--- src/rtl/circuito_seg7_pkg.sv ---
// Shared types and glyph constants for the single-digit seven-segment decoder.
// Segment vectors are ordered {a,b,c,d,e,f,g}, MSB = a.
package circuito_seg7_pkg;

    typedef logic [6:0] seg_t;

    localparam seg_t SEG_0   = 7'b1111110;
    localparam seg_t SEG_1   = 7'b0110000;
    localparam seg_t SEG_2   = 7'b1101101;
    localparam seg_t SEG_3   = 7'b1111001;
    localparam seg_t SEG_4   = 7'b0110011;
    localparam seg_t SEG_5   = 7'b1011011;
    localparam seg_t SEG_6   = 7'b1011111;
    localparam seg_t SEG_7   = 7'b1110000;
    localparam seg_t SEG_8   = 7'b1111111;
    localparam seg_t SEG_9   = 7'b1111011;
    localparam seg_t SEG_OFF = 7'b0000000;

    // Units digit of a 0..31 value; at most three tens can be stripped.
    function automatic logic [3:0] mod10(input logic [4:0] v);
        logic [4:0] r;
        if (v >= 5'd30)
            r = v - 5'd30;
        else if (v >= 5'd20)
            r = v - 5'd20;
        else if (v >= 5'd10)
            r = v - 5'd10;
        else
            r = v;
        return r[3:0];
    endfunction

endpackage

--- src/rtl/circuito_seg7_if.sv ---
// Value bits in (b1 = MSB .. b5 = LSB) and segment lines out for one display digit.
interface circuito_seg7_if;

    logic b1, b2, b3, b4, b5;
    logic a, b, c, d, e, f, g;

    modport master (
        output b1, b2, b3, b4, b5,
        input  a, b, c, d, e, f, g
    );

    modport slave (
        input  b1, b2, b3, b4, b5,
        output a, b, c, d, e, f, g
    );

endinterface

--- src/rtl/circuito_seg7_digit_rom.sv ---
// Combinational digit-to-glyph lookup, active-high; codes 10..15 are blank.
module seg7_digit_rom
    import circuito_seg7_pkg::*;
(
    input  logic [3:0] digit,
    output seg_t       glyph
);

    always_comb begin
        glyph = SEG_OFF;
        case (digit)
            4'd0: glyph = SEG_0;
            4'd1: glyph = SEG_1;
            4'd2: glyph = SEG_2;
            4'd3: glyph = SEG_3;
            4'd4: glyph = SEG_4;
            4'd5: glyph = SEG_5;
            4'd6: glyph = SEG_6;
            4'd7: glyph = SEG_7;
            4'd8: glyph = SEG_8;
            4'd9: glyph = SEG_9;
            default: glyph = SEG_OFF;
        endcase
    end

endmodule

--- src/rtl/circuito_seg7.sv ---
// Registered decoder: 5-bit value -> units digit shown on one seven-segment display.
// SEG_ACTIVE_HIGH=0 inverts every segment for common-anode parts.
module circuito_seg7
    import circuito_seg7_pkg::*;
#(
    parameter bit SEG_ACTIVE_HIGH = 1'b1
) (
    input  logic              clk,
    input  logic              rst_n,
    circuito_seg7_if.slave    sif
);

    localparam seg_t OFF_LEVEL = SEG_ACTIVE_HIGH ? SEG_OFF : ~SEG_OFF;

    logic [4:0] value;
    logic [3:0] digit;
    seg_t       glyph;
    seg_t       seg_nxt;
    seg_t       seg_q;

    assign value = {sif.b1, sif.b2, sif.b3, sif.b4, sif.b5};
    assign digit = mod10(value);

    seg7_digit_rom u_rom (
        .digit (digit),
        .glyph (glyph)
    );

    assign seg_nxt = SEG_ACTIVE_HIGH ? glyph : ~glyph;

    always_ff @(posedge clk or negedge rst_n) begin
        if (!rst_n)
            seg_q <= OFF_LEVEL;
        else
            seg_q <= seg_nxt;
    end

    assign {sif.a, sif.b, sif.c, sif.d, sif.e, sif.f, sif.g} = seg_q;

endmodule

--- src/flat_wrapper.sv ---
// flat-port wrapper written by rule: the top's interface ports become plain ports
module circuito_seg7_flat import circuito_seg7_pkg::*;
#(
    parameter bit SEG_ACTIVE_HIGH = 1'b1
)
  (clk, rst_n, sif_b1, sif_b2, sif_b3, sif_b4, sif_b5, sif_a, sif_b, sif_c, sif_d, sif_e, sif_f, sif_g);
  circuito_seg7_if sif_i ();
  input  logic clk;
  input  logic rst_n;
  input wire logic [$bits(sif_i.b1)-1:0] sif_b1;
  input wire logic [$bits(sif_i.b2)-1:0] sif_b2;
  input wire logic [$bits(sif_i.b3)-1:0] sif_b3;
  input wire logic [$bits(sif_i.b4)-1:0] sif_b4;
  input wire logic [$bits(sif_i.b5)-1:0] sif_b5;
  output wire logic [$bits(sif_i.a)-1:0] sif_a;
  output wire logic [$bits(sif_i.b)-1:0] sif_b;
  output wire logic [$bits(sif_i.c)-1:0] sif_c;
  output wire logic [$bits(sif_i.d)-1:0] sif_d;
  output wire logic [$bits(sif_i.e)-1:0] sif_e;
  output wire logic [$bits(sif_i.f)-1:0] sif_f;
  output wire logic [$bits(sif_i.g)-1:0] sif_g;
  assign sif_i.b1 = sif_b1;
  assign sif_i.b2 = sif_b2;
  assign sif_i.b3 = sif_b3;
  assign sif_i.b4 = sif_b4;
  assign sif_i.b5 = sif_b5;
  assign sif_a = sif_i.a;
  assign sif_b = sif_i.b;
  assign sif_c = sif_i.c;
  assign sif_d = sif_i.d;
  assign sif_e = sif_i.e;
  assign sif_f = sif_i.f;
  assign sif_g = sif_i.g;
  circuito_seg7 #(.SEG_ACTIVE_HIGH(SEG_ACTIVE_HIGH)) u_core (.clk(clk), .rst_n(rst_n), .sif(sif_i));
endmodule
--- config.mk ---
export PLATFORM = sky130hd
export DESIGN_NAME = circuito_seg7_flat
export DESIGN_NICKNAME = d
export VERILOG_FILES = /design/src/rtl/circuito_seg7_pkg.sv /design/src/rtl/circuito_seg7_if.sv /design/src/rtl/circuito_seg7_digit_rom.sv /design/src/rtl/circuito_seg7.sv /design/src/flat_wrapper.sv
export SDC_FILE = /design/constraint.sdc
export NUM_CORES = 1
export LEC_CHECK = 0
export CAP_MARGIN = 20
export CORE_UTILIZATION = 38
export DETAILED_ROUTE_END_ITERATION = 7
export SYNTH_ARGS = -nofsm -noshare
export SYNTH_HDL_FRONTEND = slang
export SYNTH_HIERARCHICAL = 1
export SYNTH_SLANG_ARGS = --single-unit
--- constraint.sdc ---
create_clock -name clk -period 0.8 [get_ports clk]
set_input_delay 0.12 -clock clk [delete_from_list [all_inputs] [get_ports clk]]
set_output_delay 0.12 -clock clk [all_outputs]
set_load 0.005 [all_outputs]
==> results.md <==
* Total congestion overflow at 0
* CP endpoint kind: register
* Cell Pwr Density at 1385 nW/um2
* DR iter-0 viols at 12
* Share of the synthesized area in the top cell type at 0.2846
* Largest register by flop count: u_core/seg_q
* Clock Tree Buf Depth at 2
* Gr usage total at 0.1887
* H-tree depth at 1
* Buffers on Ports at 13
* Diode count at 0
* Wirelength per Cell at 13.63 um
* Vias in the first global route at 570
* Min Tclk post-route at ~1.6 ns
* Fillers at 109
* Outcome: finished with violations
* Root Driver: clkbuf_4
* Largest net degree at the start of global routing at 8
* Clock transition at path regs at 0.05 ns
* Placed cell areas at 1023 um2
* Vias per inst at 5.009
* WP data required at between 0.9 and 1 ns
* Layout cells sized above 1 at 0.6875
* Mapped Area at 615.6 um2
* Combinational Power Share at 0.509
* Register area share after synthesis at 0.2846
* Worst Max-Slew Pin Slew at 0.3069 ns
* Drt total wl at 1526 um
* Die W at roughly 42 um
* Max reg flops at 7
* Clock tree sinks at 7
* Rel. slew slack at 0.7948
* First-pass GRT wire length at 2539 um
* Internal power at 0.001036 W
* Max-slew violations at 0
* Finished Cell Area at 1116 um2
* Area of the core at roughly 1500 um2
* Sw Share at 0.3302
* Full die area at 1785 um2
* Net Switching at 0.0005105 W
* Finish-stage setup viols at 14
* DRT Pass-1 Iters at 4
* Fmax at about 640 MHz
* DRC Markers at 0
* Final worst setup slack at -0.7641 ns
* Failing checks: negative setup slack
* WHS at 0.1278 ns
* CTS tree: built
* Area Growth Syn to Fin at 81.30%
* Initial antenna violation count at 0
* Synth area leader: dfrtp_1
* Vias at 561
* Cts bufs inserted at 3
* Hold WC Path Type: in2async
* Total design power at 0.001546 W
* WP data arrival at 1.70 ns
* Distinct cells, synth at 28
* Synthesized flop and latch total at 7
* Final Hold Vio Count at 0
* YS warnings at 6
* Synth top area cells: dfrtp_1 (28%), ha_1 (22%), mux2_2 (5.5%)
* Peak VDD IR at 0.8475 mV
* Die Y-Extent at 42.25 um
* FF/Latch Area at 175.2 um2
* # rows at 14
* Initial core utilization at 0.4086
* Gpl congestion at 0.8130
* Post-layout util at 0.7409
* Clock power frac at 0.203
* Final nets at roughly 120
* Max FO, Critical Path at 6
* CTS Hold Buffers Added at 0
* Syn nets at 80
* HPWL Detailed at 1126 um
* Area taken by multi-input logic gates at ~600 um2
* Syn Area/Cell at 9.929 um2
* Crit start category: input pin
* Largest regs: u_core/seg_q (7)
* Syn Inst Count at 62
* Leakage power total at 0.4986 nW
* Max-cap violation count at 0
* Post-route antenna net violation count at 0
* RSZ-0062 raised after global routing: true
* Critical path type: in2reg
* I/O pin count at 14
* Post-place setup slack at -1.490 ns
* Flop pwr share at 0.287
* Fin crit share at 1.955
==> cell type report <==
class                           instances  share of cell area
Clock buffer                            4             0.02354
Tap cell                               16             0.01794
Sequential cell                         7              0.1570
Multi-Input combinational cell         47              0.5359
Timing Repair Buffer                   30              0.2164
Inverter                                8             0.04933
==> synthesized netlist by cell type <==
cell	instances
nand3_1	1
a21oi_2	1
xnor2_1	2
a21boi_0	1
o21ai_0	3
o21ai_1	1
nand3b_1	2
dfrtp_1	7
ha_1	11
a21o_2	1
nand2b_4	1
nand2b_1	1
o21ai_2	1
o22ai_1	2
nand2_1	3
mux2_2	3
a31oi_1	2
or3b_1	1
o22ai_2	1
and3_4	1
inv_1	8
mux2i_1	1
nor2b_4	1
or3_1	1
nor2_1	1
nand2_2	1
a22o_1	1
a21oi_1	2
==> worst max-delay path by stage <==
stage          startpoint              end  slack [ns]  depth (start not counted)
2_1_floorplan      sif_b4  u_core/seg_q[3]       -0.74                          9
3_3_place_gp       sif_b4  u_core/seg_q[6]       -1.45                         11
3_5_place_dp       sif_b4  u_core/seg_q[6]       -1.49                         11
4_1_cts            sif_b4  u_core/seg_q[6]       -0.80                         11
5_1_grt            sif_b3  u_core/seg_q[1]       -0.82                         10
6_report           sif_b3  u_core/seg_q[4]       -0.76                         10
==> cells in the final DEF (no fill, tap or decap), types with 2 or more instances in the layout <==
| master | instances |
|---|---|
| a21oi_2 | 2 |
| buf_2 | 8 |
| buf_4 | 13 |
| buf_6 | 4 |
| clkbuf_4 | 3 |
| dfrtp_1 | 7 |
| ha_1 | 3 |
| ha_4 | 7 |
| inv_1 | 3 |
| inv_4 | 2 |
| mux2_4 | 2 |
| nand2_1 | 2 |
| nand3b_1 | 2 |
| o21ai_1 | 4 |
| o22ai_2 | 2 |
==> layer usage <==
layer | vias to the layer above | part of all wire | GRT usage
met1 | 267 | 0.47 | 0.2642
met2 | 13 | 0.50 | 0.3015
met5 | - | 0 | 0
li1 | 281 | - | -
met4 | 0 | 0 | 0.07500
met3 | 0 | 0.027 | 0.01293
==> logic make-up after synthesis <==
| logic type | Yosys count | synth area share |
|---|---|---|
| adder cells (fa/ha/maj) | 11 | 0.2236 |
| AND/OR/NAND/NOR | 14 | 0.1646 |
| multiplexers | 4 | 0.07113 |
| AO/OA/AOI/OAI | 16 | 0.1789 |
| buffers and inverters | 8 | 0.04878 |
| XOR/XNOR | 2 | 0.02846 |
| flip-flops | 7 | 0.2846 |
==> stage by stage <==
step           TNS, ns  instances
3_5_place_dp    -11.04        105
2_1_floorplan   -5.028         62
3_3_place_gp    -10.72        105
6_report        -5.435        112
5_1_grt         -6.031        112
4_1_cts         -5.747        112
==> worst max-delay path, stage by stage <==
cell and delay (ns):
buf_6 0.07, buf_8 0.13, ha_4 0.14, nand2b_4 0.05
and3_4 0.15, or3b_4 0.38, a31oi_4 0.28, buf_4 0.17
a21oi_2 0.03, a21o_2 0.18
==> timing repair <==
| item | 4_1_cts | 5_1_grt |
|---|---|---|
| resized for setup | 48 | 17 |
| pin swaps | 10 | 8 |
| setup buffers | 3 | 2 |
| setup endpoints to repair | 14 | 14 |
==> power groups by stage <==
stage	clock [W]	combinational (W)	sequential [W]
after global placement	0	0.000731	0.000452
after detailed placement	0	0.000748	0.000456
final	0.000315	0.000787	0.000445
after floorplan	0	0.000369	0.000467
after CTS	0.000330	0.000725	0.000446
after global routing	0.000356	0.000848	0.000452
Power figures use the tool's default switching activity.
